--- src/rtl/bus_demux_1to2_8b.sv ---
// Registered 1-to-2 valid/ready demultiplexer with a one-entry output register per destination.
// Define DEMUX_BROADCAST_EN to add in_bcast, which writes both destinations atomically.
module bus_demux_1to2_8b #(
  parameter int unsigned WIDTH = 8
) (
  input  logic             clk,
  input  logic             rst_n,
  input  logic [WIDTH-1:0] in_data,
  input  logic             in_sel,
  input  logic             in_valid,
`ifdef DEMUX_BROADCAST_EN
  input  logic             in_bcast,
`endif
  output logic             in_ready,
  output logic [WIDTH-1:0] out0_data,
  output logic             out0_valid,
  input  logic             out0_ready,
  output logic [WIDTH-1:0] out1_data,
  output logic             out1_valid,
  input  logic             out1_ready
);

  logic [WIDTH-1:0] out0_data_q, out0_data_d;
  logic [WIDTH-1:0] out1_data_q, out1_data_d;
  logic             out0_valid_q, out0_valid_d;
  logic             out1_valid_q, out1_valid_d;

  logic accept0, accept1, bcast, xfer, load0, load1;

`ifdef DEMUX_BROADCAST_EN
  assign bcast = in_bcast;
`else
  assign bcast = 1'b0;
`endif

  always_comb begin
    // A slot can take a beat when empty or when its current beat leaves this cycle.
    accept0 = ~out0_valid_q | out0_ready;
    accept1 = ~out1_valid_q | out1_ready;

    if (bcast) begin
      in_ready = accept0 & accept1;
    end else if (in_sel) begin
      in_ready = accept1;
    end else begin
      in_ready = accept0;
    end

    xfer  = in_valid & in_ready;
    load0 = xfer & (bcast | ~in_sel);
    load1 = xfer & (bcast | in_sel);

    out0_data_d  = out0_data_q;
    out0_valid_d = out0_valid_q;
    if (load0) begin
      out0_data_d  = in_data;
      out0_valid_d = 1'b1;
    end else if (out0_ready) begin
      out0_valid_d = 1'b0;
    end

    out1_data_d  = out1_data_q;
    out1_valid_d = out1_valid_q;
    if (load1) begin
      out1_data_d  = in_data;
      out1_valid_d = 1'b1;
    end else if (out1_ready) begin
      out1_valid_d = 1'b0;
    end
  end

  always_ff @(posedge clk or negedge rst_n) begin
    if (!rst_n) begin
      out0_data_q  <= '0;
      out1_data_q  <= '0;
      out0_valid_q <= 1'b0;
      out1_valid_q <= 1'b0;
    end else begin
      out0_data_q  <= out0_data_d;
      out1_data_q  <= out1_data_d;
      out0_valid_q <= out0_valid_d;
      out1_valid_q <= out1_valid_d;
    end
  end

  assign out0_data  = out0_data_q;
  assign out0_valid = out0_valid_q;
  assign out1_data  = out1_data_q;
  assign out1_valid = out1_valid_q;

endmodule

--- config.mk ---
export PLATFORM = sky130hd
export DESIGN_NAME = bus_demux_1to2_8b
export DESIGN_NICKNAME = d
export VERILOG_FILES = /design/src/rtl/bus_demux_1to2_8b.sv
export SDC_FILE = /design/constraint.sdc
export NUM_CORES = 1
export LEC_CHECK = 0
export BUFFER_PORTS_ARGS = -buffer_cell sky130_fd_sc_hd__clkbuf_2
export CELL_PAD_IN_SITES_DETAIL_PLACEMENT = 2
export CELL_PAD_IN_SITES_GLOBAL_PLACEMENT = 2
export CORE_UTILIZATION = 32
export CTS_BUF_LIST = sky130_fd_sc_hd__clkbuf_4
export DETAILED_ROUTE_END_ITERATION = 6
export PLACE_DENSITY = 0.83
export RECOVER_POWER = 100
export SLEW_MARGIN = 25
export SYNTH_ARGS = -nofsm -noshare
export SYNTH_HDL_FRONTEND = slang
export SYNTH_SLANG_ARGS = --single-unit
--- constraint.sdc ---
create_clock -name clk -period 2.1 [get_ports clk]
set_clock_uncertainty 0.1 [all_clocks]
set_input_delay 0.21 -clock clk [delete_from_list [all_inputs] [get_ports clk]]
set_output_delay 0.21 -clock clk [all_outputs]
set_load 0.005 [all_outputs]
## Word level (Yosys, flattened, before mapping)

Cells that the tools add are included.

- Reductions and logical operators: 2
- Mux-type cells: 5
- Bitwise logic cells: 8

Operators with widths:

| operator | count |
|---|---|
| $mux 1 | 5 |
| $reduce_bool 2->1 | 2 |
| $and 1x1->1 | 3 |
| $not 1->1 | 3 |
| $or 1x1->1 | 2 |

- Output and inout port bits: 19
- Register bits after elaboration: 18
- Input port bits: 14
- Logic and storage cells: 19

## Longest topological paths before layout

Gate-level depths: netlist of the first run.

- Depth in word-level cells: 6
- Depth in mapped cells: 3

## Worst setup path before layout of the first run

Ideal clock, no wire load.

- Kind: register -> register
- Start: register out0_valid_q, in the netlist out0_valid
- End: register out0_data_q[0], in the netlist out0_data[0]
- Data arrival time: 1.159 ns
- Path slack: 0.716 ns
- Data required time: 1.875 ns
- Library setup time: 0.125 ns
- Path buffers: 0
- Period minus slack after synthesis: 1.384 ns
- Stages on the path, launching flop included: 4
- Cell sequence: dfrtp_1 > nand2b_2 > nor3b_4 > mux2_2

- Word-level cells in the longest chain between the ends: 5

Ends and longest elaborated chain:

| element | line | text |
|---|---|---|
| start, declared | 25 | `logic out0_valid_q, out0_valid_d;` |
| start signal, assigned | 81 | `out0_valid_q <= out0_valid_d;` |
| $not 1->1 | 38 | `accept0 = ~out0_valid_q \| out0_ready;` |
| $or 1x1->1 | 38 |  |
| $mux 1 | 43 | `end else if (in_sel) begin` |
| $and 1x1->1 | 49 | `xfer = in_valid & in_ready;` |
| $and 1x1->1 | 50 | `load0 = xfer & (bcast \| ~in_sel);` |
| end signal, assigned | 79 | `out0_data_q <= out0_data_d;` |
| end, declared | 23 | `logic [WIDTH-1:0] out0_data_q, out0_data_d;` |

No other way between the ends.
A chain may end at the register's enable or synchronous reset.

## Worst setup path in the final report of the first run

- Start: register out0_valid_q, in the netlist out0_valid
- End: register out0_data_q[2], in the netlist out0_data[2]

The elaborated chain is that of the path after synthesis.

==> results of run 1 <==
==> layer usage <==
metal / part of all wire (%) / track usage [%]
met1: 42 / 18.3
met5: 0 / 0
met3: 4.5 / 4.67
met4: 2.1 / 7.35
met2: 51 / 26.2
==> stage by stage <==
step | instance area, µm² | total power, mW
after detailed placement | 897 | 0.616
after global routing | 915 | 0.820
after CTS | 930 | 0.793
after floorplan | 703 | 0.517
final | 915 | 0.769
after global placement | 897 | 0.607
==> cells by family after synthesis <==
| kind of cell | after synthesis | synth area share [%] |
|---|---|---|
| AOI/OAI and AO/OA | 2 | 1.42 |
| buffers and inverters | 1 | 0.533 |
| muxes | 16 | 25.6 |
| and+or+nand+nor | 7 | 8.36 |
| DFF | 18 | 64.1 |
==> path summary, 6_finish.rpt <==
| check | from | endpoint | slack, ns | cells after the start |
|---|---|---|---|---|
| worst max-delay path | out0_valid | out0_data[2] | 0.42 | 3 |
| worst min-delay path | in_data[3] | out0_data[3] | 0.05 | 2 |
| worst max register to register | out0_valid | out0_data[2] | 0.42 | 3 |
| worst min register to register | out1_data[7] | out1_data[7] | 0.41 | 1 |
| max in group asynchronous | rst_n | out0_data[2] | 0.80 | 2 |
| min in group asynchronous | rst_n | out0_valid | 0.50 | 2 |
==> layout make-up <==
cell class,instances,area [µm²],area share [%]
timing repair buffer,33,161,17.6
multi-input combinational,25,243,26.5
sequential,18,450,49.2
clock buffer,3,22.5,2.46
inverter,1,3.75,0.410
tap,27,33.8,3.69
==> cell usage after synthesis <==
library cell	instances	share of area, %
a21oi_1	1	0.71
nor2b_1	1	0.89
nand2_1	1	0.53
nand2b_2	1	1.2
nor2_1	1	0.53
nor3b_4	1	2.7
nor2_4	1	1.6
nand2b_1	1	0.89
mux2_2	16	26
o21ai_0	1	0.71
dfrtp_1	18	64
inv_1	1	0.53
==> repair_timing <==
item	4_1_cts	5_1_grt
hold buffers	1	0
setup endpoints to repair	0	0
hold endpoints to repair	18	0
==> state kept, by name (all words and copies together) (netlist names) <==
name        cells
out0_data       8
out1_data       8
out1_valid      1
out0_valid      1
==> report_power, final <==
part,internal [mW],switching (mW)
Combinational,0.0938,0.0683
Clock,0.0668,0.104
Sequential,0.406,0.0308
Total,0.566,0.203
==> results.json, run 1 <==
{
  "finalSetupViolations": 0,
  "worst_slack_ns": 0.423,
  "cap_violations": 0,
  "drc_errors": 0,
  "postLayoutCoreUtil_pct": 45.2,
  "synth_area_um2": 703,
  "syn_inst": 44,
  "required_ns": 2.18,
  "leakage_nw": 0.430,
  "final_cells": 107,
  "synth_warnings": 0,
  "end_kind": "flip-flop",
  "core_mm2": 0.00202,
  "vias": 491,
  "post_cts_resize_count": 0,
  "gp_congestion": 0.633,
  "post_cts_buffers": 0,
  "nets": 96,
  "path_buf_inv": 0,
  "dp_hpwl_mm": 1.13,
  "area_growth_pct": 30.1,
  "setup_tns_ns": 0,
  "clockBufferDepth": 2,
  "worst_pin_slew_ns": 0.988,
  "ys_seq_elements": 18,
  "cp_slowest_cell": "nor3b_2",
  "cts_tree": "built",
  "setup.worst_path.start_class": "flip-flop",
  "grt_usage_pct": 15.7,
  "grt_pass1_vias": 566,
  "wl_per_cell_um": 14.6,
  "drt_pass1_iterations": 2,
  "grt_overflow": 0,
  "io_buffers": 32,
  "cts.sinks": 18,
  "diodes": 0,
  "peakVddDrop_mv": 0.482,
  "ys_types": 12,
  "avgSynthCellArea_um2": 16.0,
  "fmax_mhz": 596,
  "yosysSeqAreaShare_pct": 64.1,
  "crit_path_cell_trace": "nand2b_2 > nor3b_2 > mux2_2",
  "final_antenna_net_count": 0,
  "layout_commonest_cell": "clkbuf_2",
  "design.die.area_mm2": 0.00239,
  "layout_common_cells": "clkbuf_2, dfrtp_1, mux2_2",
  "critPathKind": "reg -> reg",
  "ios": 33,
  "initial_utilization_pct": 34.8,
  "die_w_um": 48.9,
  "clk_latency_ns": 0.30,
  "rsz0062_at_grt": "no",
  "routed_via_density": 4.59,
  "die_h_um": 48.9,
  "drtIter0Drc": 2,
  "clk_pin_slew_ns": 0.10,
  "fp-row-count": 16,
  "dp_slack_ns": 0.556,
  "arrival_ns": 1.76,
  "root_buffer": "clkbuf_4",
  "slew_headroom_pct": 34.1,
  "cpPeakStageDelay_ns": 0.55,
  "path_delay_family": "simple AND/OR/NAND/NOR gates",
  "syn-num-nets": 58,
  "wl_mm": 1.56,
  "critical_path.max_fanout": 8,
  "min-delay-path-class": "in -> reg",
  "power.density_mw_per_mm2": 841,
  "min_period_ns": 1.68,
  "grt_first_pass_wirelength_mm": 2.72,
  "h-tree-depth": 1,
  "fillers": 216,
  "finalHoldViolCount": 0,
  "grt_start_max_net_pins": 19,
  "drive_above_1_share_pct": 58.8,
  "antenna_found_initial": 0,
  "holdWs_ns": 0.0534,
  "status": "complete, no violations",
  "fin_crit_sh_pct": 79.8,
  "numCtsBuffers": 3,
  "place_inst": 103,
  "report.final.slew_viol_count": 0
}
Note: power is estimated with default switching activity, not from simulation.
==> run 2, diff against run 1 <==
Settings changed: CORE_UTILIZATION 32 to 27, PLACE_DENSITY 0.83 to 0.75.
Clock period 2.1 ns to 1.4 ns, I/O delays scaled along.
==> results.json, run 2 (same netlist as run 1, synthesis figures left out) <==
{
  "status": "complete, but fails checks",
  "failed_checks": "setup timing",
  "critical_path.max_fanout": 5,
  "grt_pass1_vias": 602,
  "design.die.area_mm2": 0.00281,
  "die_w_um": 53.0,
  "place_inst": 108,
  "drtIter0Drc": 3,
  "required_ns": 1.49,
  "power_frac_comb_pct": 26.9,
  "place_area_um2": 916,
  "slew_headroom_pct": 69.5,
  "dp_hpwl_mm": 1.33,
  "routed_via_density": 4.55,
  "setup.worst_path.start_class": "flip-flop",
  "worst_slack_ns": -0.0418,
  "h-tree-depth": 1,
  "layout_common_cells": "clkbuf_2, dfrtp_1, mux2_4",
  "final_antenna_net_count": 0,
  "end_kind": "flip-flop",
  "core_mm2": 0.00248,
  "cap_violations": 0,
  "clk_pin_slew_ns": 0.10,
  "hold_path.startpoint": "in_sel",
  "cts.sinks": 18,
  "drt_pass1_iterations": 2,
  "nets": 107,
  "vias": 555,
  "postLayoutCoreUtil_pct": 44.9,
  "sw_frac_of_total_pct": 26.8,
  "finalSetupViolations": 6,
  "worst_pin_slew_ns": 0.458,
  "clockBufferDepth": 2,
  "wl_mm": 1.95,
  "clk_latency_ns": 0.29,
  "diodes": 0,
  "fin_area_mm2": 0.00111,
  "rsz0062_at_grt": "yes",
  "io_buffers": 32,
  "rr_startpoint": "out0_valid",
  "report.final.slew_viol_count": 0,
  "drive_above_1_share_pct": 64.1,
  "arrival_ns": 1.53,
  "grt_start_max_net_pins": 19,
  "initial_utilization_pct": 28.4,
  "fmax_mhz": 694,
  "min_period_ns": 1.44,
  "final_cells": 122,
  "fp-row-count": 18,
  "power.density_mw_per_mm2": 1130,
  "grt_usage_pct": 15.1,
  "root_buffer": "clkbuf_4",
  "fin_crit_sh_pct": 103,
  "pwr-share-clk_pct": 20.7,
  "die_h_um": 53.0,
  "grt_first_pass_wirelength_mm": 2.84,
  "drc_errors": 0,
  "grt_overflow": 0,
  "critical_path.startpoint": "out0_valid",
  "leakage_nw": 0.553,
  "wl_per_cell_um": 16.0,
  "p_sw_uw": 339,
  "peakVddDrop_mv": 0.484,
  "pwr-share-seq_pct": 52.5,
  "internal_power_uw": 925,
  "area_growth_pct": 58.4,
  "gp_congestion": 0.657,
  "finalHoldViolCount": 0,
  "min-delay-path-class": "in -> reg",
  "ios": 33,
  "layout_commonest_cell": "clkbuf_2",
  "critPathKind": "reg -> reg",
  "antenna_found_initial": 0,
  "cts_tree": "built",
  "numCtsBuffers": 3
}
## run 2: cell count changes in the layout (fill, tap and decap cells not counted), sizes merged
cell         change
clkbuf           -1
buf              +4
dlygate4sd3      +8
clkinv           +1
## run 2: final timing paths
kind	slack, ns	end	cells past startpoint
worst max-delay path	-0.04	out0_data[2]	4
worst min-delay path	0.06	out0_valid	2
worst max register to register	-0.04	out0_data[2]	4
worst min register to register	0.42	out0_data[5]	1
max in group asynchronous	0.65	out1_data[2]	2
min in group asynchronous	0.23	out0_data[3]	2
## run 2: power groups by stage
stage	combinational, mW	clock [mW]	sequential (mW)
floorplan	0.105	0	0.670
global placement	0.253	0	0.662
detailed placement	0.268	0	0.671
CTS	0.305	0.279	0.660
global route	0.373	0.297	0.676
finish	0.339	0.261	0.663
## run 2: timing repair
item                       CTS  global route
hold buffers                 9             0
gates resized for setup      4            13
buffers inserted             1             0
setup endpoints to repair   16            14
hold endpoints to repair    33             0
pin swaps                    1             0
## run 2: worst max-delay path, stage by stage, from the launching register on
cell and delay (ns):
dfrtp_1 0.43, nand2b_4 0.09, nor3b_4 0.23, buf_6 0.17
mux2_4 0.31
## run 2: per-stage QoR
stage	TNS [ns]	total power, mW	hold slack (ns)	worst slack [ns]
3_5_place_dp	-0.184	0.939	0.0181	-0.0273
5_1_grt	-0.472	1.35	0.0493	-0.0818
6_report	-0.159	1.26	0.0625	-0.0418
3_3_place_gp	0	0.915	0.00481	0.0179
4_1_cts	-0.132	1.24	0.0285	-0.0276
2_1_floorplan	0	0.775	-0.256	0.0164
## run 2: routing by layer
| metal | vias to the layer above | routed length [µm] | GRT usage [%] |
|---|---|---|---|
| met5 | - | 0 | 0 |
| met4 | 0 | 48 | 10.5 |
| met3 | 4 | 92 | 2.87 |
| met2 | 23 | 1000 | 27.0 |
| met1 | 278 | 805 | 15.6 |
| li1 | 250 | - | - |
## run 2: layout make-up
cell class,instances,area (µm²)
flip-flops and latches,18,450
fillers,244,1360
repair buffers,44,293
inverters,1,3.75
well taps,30,37.5
clock buffers,3,22.5
clock inverters,1,3.75
multi-input cells,25,303
